**src/rtl/sync_frame_tx.sv**
```systemverilog
// ---------------------------------------------------------------------------
// sync_frame_tx
//
// Serial frame transmitter that feeds the Moore sync-word detector. A start
// request latches a parallel payload word. The block then emits one bit per
// clock: the sync pattern (MSB first), the payload (MSB first), and a run of
// guard zeros. The guard zeros put the detector back into its idle state.
//
// Ports:
//   clk_i        system clock, rising-edge active
//   rst_ni       asynchronous active-low reset (0 = reset)
//   start_i      frame request, only looked at while ready_o = 1
//   data_in_i    payload word, captured on the accepting edge
//   ready_o      high in IDLE; a start on this cycle is accepted
//   out_o        serial bit, decoded from registered state only
//   out_valid_o  high while out_o carries a sync or payload bit
//   busy_o       high during SYNC, DATA and GUARD
//   done_o       one-cycle pulse on the first IDLE cycle after GUARD
// ---------------------------------------------------------------------------
module sync_frame_tx #(
    parameter int                SYNC_W    = 5,
    parameter logic [SYNC_W-1:0] SYNC_PAT  = 5'b10101,
    parameter int                DATA_W    = 8,
    parameter int                GUARD_LEN = 2
) (
    input  logic              clk_i,
    input  logic              rst_ni,
    input  logic              start_i,
    input  logic [DATA_W-1:0] data_in_i,
    output logic              ready_o,
    output logic              out_o,
    output logic              out_valid_o,
    output logic              busy_o,
    output logic              done_o
);

    // One down-counter is shared by every phase, so it is sized for the
    // longest of them. Each phase loads length-1 and leaves at zero, so the
    // counter never has to hold the full length and never wraps.
    localparam int MAX_SD  = (SYNC_W > DATA_W) ? SYNC_W : DATA_W;
    localparam int MAX_LEN = (MAX_SD > GUARD_LEN) ? MAX_SD : GUARD_LEN;
    localparam int CNT_W   = (MAX_LEN > 1) ? $clog2(MAX_LEN) : 1;

    localparam logic [CNT_W-1:0] SYNC_LOAD  = CNT_W'(SYNC_W - 1);
    localparam logic [CNT_W-1:0] DATA_LOAD  = CNT_W'(DATA_W - 1);
    localparam logic [CNT_W-1:0] GUARD_LOAD = CNT_W'(GUARD_LEN - 1);
    localparam logic [CNT_W-1:0] CNT_ZERO   = '0;
    localparam logic [CNT_W-1:0] CNT_ONE    = CNT_W'(1);

    typedef enum logic [1:0] {
        IDLE  = 2'b00,
        SYNC  = 2'b01,
        DATA  = 2'b10,
        GUARD = 2'b11
    } state_e;

    state_e            state_q, state_d;
    logic [CNT_W-1:0]  cnt_q,   cnt_d;
    logic [DATA_W-1:0] shreg_q, shreg_d;
    logic              done_q,  done_d;

    // State, counter, payload shift register and done flag. The reset is
    // asynchronous so a mid-frame reset silences the line before the next edge.
    always_ff @(posedge clk_i or negedge rst_ni) begin
        if (!rst_ni) begin
            state_q <= IDLE;
            cnt_q   <= '0;
            shreg_q <= '0;
            done_q  <= 1'b0;
        end else begin
            state_q <= state_d;
            cnt_q   <= cnt_d;
            shreg_q <= shreg_d;
            done_q  <= done_d;
        end
    end

    // Next-state logic. A start is only honoured in IDLE, so requests made
    // while a frame is in flight are dropped rather than queued. done_d is
    // raised on the last GUARD edge, which makes done_q high for exactly the
    // first IDLE cycle. That cycle is also a ready cycle, so a start held
    // high chains frames with only the done cycle between them.
    always_comb begin
        state_d = state_q;
        cnt_d   = cnt_q;
        shreg_d = shreg_q;
        done_d  = 1'b0;

        case (state_q)
            IDLE: begin
                if (start_i) begin
                    shreg_d = data_in_i;
                    cnt_d   = SYNC_LOAD;
                    state_d = SYNC;
                end
            end

            SYNC: begin
                if (cnt_q == CNT_ZERO) begin
                    cnt_d   = DATA_LOAD;
                    state_d = DATA;
                end else begin
                    cnt_d = cnt_q - CNT_ONE;
                end
            end

            DATA: begin
                shreg_d = {shreg_q[DATA_W-2:0], 1'b0};
                if (cnt_q == CNT_ZERO) begin
                    cnt_d   = GUARD_LOAD;
                    state_d = GUARD;
                end else begin
                    cnt_d = cnt_q - CNT_ONE;
                end
            end

            GUARD: begin
                if (cnt_q == CNT_ZERO) begin
                    state_d = IDLE;
                    done_d  = 1'b1;
                end else begin
                    cnt_d = cnt_q - CNT_ONE;
                end
            end

            default: begin
                state_d = IDLE;
            end
        endcase
    end

    // Output decode. Only registered values are used here, so start_i and
    // data_in_i have no path to any output. During SYNC the counter doubles
    // as the pattern bit index. It counts down, so the MSB goes out first.
    always_comb begin
        out_o       = 1'b0;
        out_valid_o = 1'b0;

        case (state_q)
            SYNC: begin
                out_o       = SYNC_PAT[cnt_q];
                out_valid_o = 1'b1;
            end
            DATA: begin
                out_o       = shreg_q[DATA_W-1];
                out_valid_o = 1'b1;
            end
            default: begin
                out_o       = 1'b0;
                out_valid_o = 1'b0;
            end
        endcase
    end

    assign ready_o = (state_q == IDLE);
    assign busy_o  = (state_q != IDLE);
    assign done_o  = done_q;

endmodule

```
**config.mk**
```make
export PLATFORM = sky130hd
export DESIGN_NAME = sync_frame_tx
export DESIGN_NICKNAME = d
export VERILOG_FILES = /design/src/rtl/sync_frame_tx.sv
export SDC_FILE = /design/constraint.sdc
export NUM_CORES = 1
export LEC_CHECK = 0
export BUFFER_PORTS_ARGS = -buffer_cell sky130_fd_sc_hd__clkbuf_2
export CORE_MARGIN = 8
export CORE_UTILIZATION = 53
export CTS_CLUSTER_DIAMETER = 30
export DETAILED_ROUTE_END_ITERATION = 10
export PLACE_DENSITY_LB_ADDON = 0.12
export SLEW_MARGIN = 15
export SYNTH_ARGS = -nofsm -noshare
export SYNTH_HDL_FRONTEND = slang
export SYNTH_SLANG_ARGS = --single-unit
```
**constraint.sdc**
```tcl
create_clock -name clk_i -period 2.2 [get_ports clk_i]
set_clock_uncertainty 0.15 [all_clocks]
set_input_delay 0.55 -clock clk_i [delete_from_list [all_inputs] [get_ports clk_i]]
set_output_delay 0.55 -clock clk_i [all_outputs]
set_load 0.005 [all_outputs]
```
==> qor.yml, run 1 <==
synthesis:
  synth-edff-count: 0
  synth.lib_cells_used.distinct: 33
  synth_ff_type: "dfrtp_1"
  post-synth-top-area-fraction: 0.3867
  yosysTopAreaCell: "dfrtp_1"
  asyncSetResetFlopFracSynth: 1.000
  ys_seq_area_frac: 0.3867
  synth_area_um2: 905.9
  number_of_synthesis_warnings: 0
  most_area_consuming_cells_after_synthesis: "dfrtp_1 (39%), ha_1 (9.7%), a221o_1 (7.7%)"
  syn-mean-instance-area_um2: 9.846
  synth_nets: 110
  syn_inst: 92
  ys_seq_elements: 14
sta:
  worst_slew_margin_relative_to_its_limit: 0.7507
  worst_hold_slack_ps: 17.96
  fmaxAchievable_ghz: 0.4851
  tightest_slew_ps: 364.5
  fin_crit_sh: 0.9371
  report.final.setup_viol: 0
  grt_setup_unrepaired: "no"
  min_period_ps: 2062
  hold_viol_final: 0
  setup_tns_ps: 0
  slew_viol_final: 0
routing:
  drc_violation_total_after_the_first_tritonroute_iteration: 33
  route.detailed.drc: 0
  detail_route.vias_per_cell: 5.891
  dr.pass1.iters: 4
  routed-via-count: 754
  antenna_left: 0
  detail_route.wirelength_um: 1904
  routed_wire_length_per_instance_um: 14.88
floorplan:
  chipHeight_um: 57.34
  floorplan.initialDensity: 0.5423
  rows: 15
  core_region_area_um2: 1670
  ioPinCount: 16
  die-width_um: 57.34
  fp.dieArea_um2: 3288
grt:
  grt_use_met3: 0.03587
  gr-usage-met1: 0.1750
  globalRouteTotalUtil: 0.1321
  via_count_of_the_first_global_routing_pass: 781
  wire_length_of_the_first_global_routing_pass_um: 3429
  busiest_layer_in_global_routing: "met2"
  globalRoute.totalOverflow: 0
  grt_antenna_before_repair: 0
  grt_max_degree: 20
  met2_usage: 0.1881
power:
  static-leakage-power_nw: 0.4968
  post-layout-total-power_w: 0.001637
  maximum_vdd_drop_mv: 0.8907
  power_per_cell_area_nw_per_um2: 1550
placement:
  place.gp.congestion: 0.8346
  post_detail_place_hpwl_um: 1425
  port_buffers: 15
  dp_cells: 123
setup_path:
  crit_path_max_incr_delay_ps: 410
  end_kind: "output port"
  cp_cell_sequence: "inv_2, ha_4, nand2_1, a21boi_1, clkbuf_2"
  worst-setup-path-type: "flop to output port"
  startpoint_type: "flop"
  worstPathRequired_ps: 1500
  worst_ep_arrival_time_ps: 1360
  crit_slowest_cell: "dfrtp_1"
  worstPathMaxFanout: 8
clock_tree:
  cts-root-to-sink-buffers: 2
  clk_pin_slew_ps: 80
  worst_skew_pair.late_latency_ps: 280
  cts.sink_count: 14
  cts.htree.levels: 1
  tritoncts: "done"
  cts.root.buffer_cell: "clkbuf_4"
  cts_inserted_buffers: 3
final_layout:
  final_cell_mix: "clkbuf_2 (15), dfrtp_1 (14), a21oi_1 (9), nand2b_1 (7), a221o_1 (7)"
  synthToLayoutAreaGrowth_pct: 16.57
  final_nets: 131
  number_of_antenna_diodes: 0
  stdcell_count: 128
  layout-drive-gt1-share: 0.2703
  most_common_cell_after_layout_fill_and_taps_aside: "clkbuf_2"
flow_run:
  cap_viol_max_count: 0
hold_path:
  min-delay-path-class: "input port to asynchronous set/reset pin"
status:
  status: "completed"
## per-layer routing
metal	share of wire	vias up
met2	0.42	23
met1	0.49	346
met5	0	-
met4	0.018	0
met3	0.066	5
li1	-	380
## cell usage after synthesis, types with 2 or more instances
library cell / count
mux2_1: 2
nor2b_1: 2
buf_6: 2
nand2b_1: 7
a221o_1: 7
o21ai_1: 2
nor2_1: 2
nor3_1: 3
dfrtp_1: 14
inv_1: 6
nand2_1: 2
o21ai_0: 3
a21oi_1: 9
ha_1: 7
nand3_1: 6
## where the power goes
group	switching (W)	internal (W)
Sequential	0.0000874	0.000373
Clock	0.0000780	0.0000634
Combinational	0.000512	0.000523
Total	0.000678	0.000959
## path summary, 6_finish.rpt
path                                  from    endpoint  slack (ps)  cells past startpoint
worst min-delay path                rst_ni  shreg_q[5]          20                      1
max in group asynchronous           rst_ni    cnt_q[2]        1610                      1
worst min register to register    cnt_q[1]    cnt_q[1]         340                      1
worst max-delay path            state_q[0]       out_o         140                      5
worst max register to register  state_q[1]  state_q[1]         340                      5
min in group clk_i                cnt_q[1]    cnt_q[1]         340                      1
## sequential cells by signal, indices dropped and copies added, names as in the netlist
name and count:
state_q 2, done_o 1, shreg_q 8, cnt_q 3
## stage by stage
step / setup WS [ps] / cell area [µm²] / util
after floorplan: 267.5 / 905.9 / -
after global placement: 245.4 / 993.5 / 0.5948
after detailed placement: 170.9 / 993.5 / 0.5948
after CTS: 10.58 / 1039 / 0.6217
after global routing: 40.13 / 1056 / 0.6322
final: 138.4 / 1056 / 0.6322
## final cells by class
type | count | area, µm²
clock buffers | 3 | 22.52
fillers | 135 | 614.3
inverters | 6 | 22.52
multi-input cells | 67 | 519.2
flip-flops and latches | 14 | 350.3
well taps | 17 | 21.27
repair buffers | 21 | 120.1
## logic make-up (layout without fill, tap and decap cells)
group | Yosys count | count (layout) | share of synthesized area
adders and majority gates | 7 | 7 | 0.09668
DFF | 14 | 14 | 0.3867
buffers and inverters | 11 | 30 | 0.06767
and+or+nand+nor | 28 | 28 | 0.1879
xor gates and xnor gates | 1 | 1 | 0.009670
AOI/OAI and AO/OA | 29 | 29 | 0.2265
muxes | 2 | 2 | 0.02486
## critical path: cells and delay by family (launching register included)
family                     cells  cell delay (ps)
adders and majority gates      1              200
buffers and inverters          2              270
DFF                            1              410
and+or+nand+nor                1               70
AOI/OAI and AO/OA              1              130
## what timing repair did
action / in CTS / in global routing
cloned: 0 / 0
buffers inserted: 1 / 1
setup endpoints to repair: 3 / 3
resized for setup: 3 / 3
hold buffers: 0 / 0
No activity file was read; power rests on OpenSTA's default activity.
==> run 2, diff against run 1 <==
--- a/config.mk
+++ b/config.mk
@@ -11,6 +11,7 @@
 export CTS_CLUSTER_DIAMETER = 30
 export DETAILED_ROUTE_END_ITERATION = 10
 export PLACE_DENSITY_LB_ADDON = 0.12
+export REMOVE_ABC_BUFFERS = 1
 export SLEW_MARGIN = 15
 export SYNTH_ARGS = -nofsm -noshare
 export SYNTH_HDL_FRONTEND = slang
==> run 2 against run 1 <==
  * Worst setup slack got worse by 38 ps
  * Hold slack improved by 4.8 ps
  * Highest routed layer unchanged
  * Final area decreased by 0.12%
  * Combinational power decreased by 5%
  * Global-route usage decreased by 1.5 points
  * Critical endpoint unchanged
  * Sequential cell count unchanged
  * Maximum frequency decreased by 1.8%
  * Clock-buffer cell count increased by 1
  * Utilization decreased by 0.075 points
  * Clock power increased by 28%
  * Largest cell class unchanged
  * First-iteration DRC count decreased by 30%
  * Total power decreased by 0.24%
==> qor.yml, run 2 (synthesis gave the netlist of run 1 again) <==
status:
  status: "completed"
power:
  share_of_total_power_in_sequential_cells: 0.287  # +0.006
  power_per_cell_area_nw_per_um2: 1548  # -0.13%
  static-leakage-power_nw: 0.4954  # -0.29%
  maximum_vdd_drop_mv: 1.107  # +24%
  power.switching_w: 0.0006807  # +0.44%
  post-layout-total-power_w: 0.001633  # -0.24%
  power.share.clock: 0.111  # +0.025
  switching_share: 0.4169  # +0.002833
  cell_internal_pwr_w: 0.0009521  # -0.73%
  combPwrFrac: 0.602  # -0.031
grt:
  globalRoute.totalOverflow: 0  # unchanged
  grt_antenna_before_repair: 0  # unchanged
  wire_length_of_the_first_global_routing_pass_um: 3070  # -10%
  via_count_of_the_first_global_routing_pass: 680  # -13%
  globalRouteTotalUtil: 0.1172  # -0.01489
  grt_max_degree: 16  # -20%
placement:
  place.gp.congestion: 0.9128  # +9.4%
  post_detail_place_hpwl_um: 1461  # +2.5%
  port_buffers: 15  # unchanged
setup_path:
  startpoint_type: "flop"
  worstPathRequired_ps: 1500  # about the same
  worst_ep_arrival_time_ps: 1400  # +40 ps
  critPathCapture: "out_o"
  setup.worst_path.start: "state_q[1]"
  rr_endpoint: "cnt_q[1]"
  cp_cell_sequence: "inv_2, ha_2, a21boi_0, clkbuf_2"
  end_kind: "output port"
  r2r.worst_path.cells: 5  # unchanged
  cell_family_with_the_largest_share_of_critical_path_delay: "flip-flops"
  timing.critical_path.buf_inv: 2  # unchanged
  crit_path_max_incr_delay_ps: 410  # about the same
  worstPathMaxFanout: 4  # -4
  r2r_slack_ps: 230  # -110 ps
  rr_startpoint: "state_q[0]"
  cp.depth: 4  # -1
  crit_slowest_cell: "dfrtp_1"
  worst-setup-path-type: "flop to output port"
routing:
  detail_route.wirelength_um: 1977  # +3.8%
  detail_route.vias_per_cell: 5.906  # +0.27%
  routed_wire_length_per_instance_um: 15.45  # +3.8%
  routed-via-count: 756  # +0.27%
  dr.pass1.iters: 4  # unchanged
  route.detailed.drc: 0  # unchanged
  antenna_left: 0  # unchanged
  drc_violation_total_after_the_first_tritonroute_iteration: 23  # -30%
clock_tree:
  worst_skew_pair.late_latency_ps: 270  # about the same
  cts_inserted_buffers: 3  # unchanged
  cts.root.buffer_cell: "clkbuf_4"
  cts.htree.levels: 1  # unchanged
  cts_hold_buf: 0  # unchanged
  tritoncts: "done"
  cts.sink_count: 14  # unchanged
  clk_pin_slew_ps: 90  # about the same
  cts-root-to-sink-buffers: 2  # unchanged
flow_run:
  cap_viol_max_count: 0  # unchanged
final_layout:
  synthToLayoutAreaGrowth_pct: 16.44
  number_of_antenna_diodes: 0  # unchanged
  most_common_cell_after_layout_fill_and_taps_aside: "clkbuf_2"
  final_cell_mix: "clkbuf_2 (15), dfrtp_1 (14), a21oi_1 (9), nand2b_1 (7), a221o_1 (7)"
  final_nets: 130  # -0.76%
  largest-register: "shreg_q"
  layout-drive-gt1-share: 0.2793  # +0.009009
  layout_top_registers: "shreg_q: 8 flops, cnt_q: 3 flops, state_q: 2 flops"
  num-fill-cells: 141  # +4.4%
  largest_register_ffs: 8  # unchanged
sta:
  tightest_slew_ps: 424.7  # +60.16 ps
  fmaxAchievable_ghz: 0.4763  # -1.8%
  worst_hold_slack_ps: 22.79  # +4.826 ps
  setup_tns_ps: 0  # unchanged
  report.final.setup_viol: 0  # unchanged
  grt_setup_unrepaired: "no"
  worst_slew_margin_relative_to_its_limit: 0.7095  # -0.04114
  fin_crit_sh: 0.9542  # +0.01712
  hold_viol_final: 0  # unchanged
  slew_viol_final: 0  # unchanged
  min_period_ps: 2099  # +37.67 ps
floorplan:
  floorplan.initialDensity: 0.5423  # unchanged
  ioPinCount: 16  # unchanged
  chipHeight_um: 57.34  # unchanged
  core_region_area_um2: 1670  # unchanged
  rows: 15  # unchanged
  fp.dieArea_um2: 3288  # unchanged
  die-width_um: 57.34  # unchanged
hold_path:
  min-delay-path-class: "input port to asynchronous set/reset pin"
## run 2: what timing repair did
action | 4_1_cts | 5_1_grt
setup endpoints to repair | 3 | 2
setup buffers | 0 | 2
hold endpoints to repair | 0 | 0
gates resized for setup | 2 | 3
## run 2: metrics by stage
| step | instance area [µm²] | worst slack [ps] | util | cells |
|---|---|---|---|---|
| 2_1_floorplan | 867.1 | 139.6 | - | 87 |
| 6_report | 1055 | 100.7 | 0.6315 | 128 |
| 3_5_place_dp | 985.9 | 227.1 | 0.5903 | 122 |
| 3_3_place_gp | 985.9 | 291.1 | 0.5903 | 122 |
| 4_1_cts | 1027 | 20.66 | 0.6150 | 126 |
| 5_1_grt | 1055 | 4.070 | 0.6315 | 128 |
## run 2: worst min-delay path by stage
stage / end / startpoint / depth (start not counted) / slack [ps]
2_1_floorplan: cnt_q[0] / rst_ni / 0 / 100
3_3_place_gp: cnt_q[2] / rst_ni / 1 / 320
6_report: cnt_q[2] / rst_ni / 1 / 20
3_5_place_dp: cnt_q[2] / rst_ni / 1 / 320
4_1_cts: cnt_q[2] / rst_ni / 1 / 20
5_1_grt: shreg_q[6] / rst_ni / 1 / 50
## run 2: metal layers
layer	routed length, µm	global-route usage	vias to the layer above	share of wire
li1	-	-	377	-
met1	949	0.1614	355	0.48
met2	929	0.1768	22	0.47
met3	85	0.02691	2	0.043
met4	12	0.03214	0	0.0061
met5	0	0	-	0
## run 2: worst reg2reg max path, delay by kind of cell, from the launching register on
kind / cells / cell delay (ps)
compound gates: 1 / 150
fa+ha+maj: 1 / 260
buf+inv: 1 / 140
flops: 1 / 410
mux: 1 / 340
simple gates: 1 / 400
## run 2: power groups by stage
stage                     registers [W]  logic, W  clock network, W
after floorplan                0.000444  0.000675                 0
after global routing           0.000480   0.00109          0.000195
final                          0.000469  0.000983          0.000181
after CTS                      0.000467  0.000928          0.000186
after detailed placement       0.000473  0.000916                 0
after global placement         0.000465  0.000891                 0
## run 2: final cells by class
class / instances / area, µm² / area share
Clock buffer: 4 / 36.28 / 0.03440
Inverter: 6 / 22.52 / 0.02135
Multi-Input combinational cell: 67 / 511.7 / 0.4852
Sequential cell: 14 / 350.3 / 0.3321
Tap cell: 17 / 21.27 / 0.02017
Timing Repair Buffer: 20 / 112.6 / 0.1068
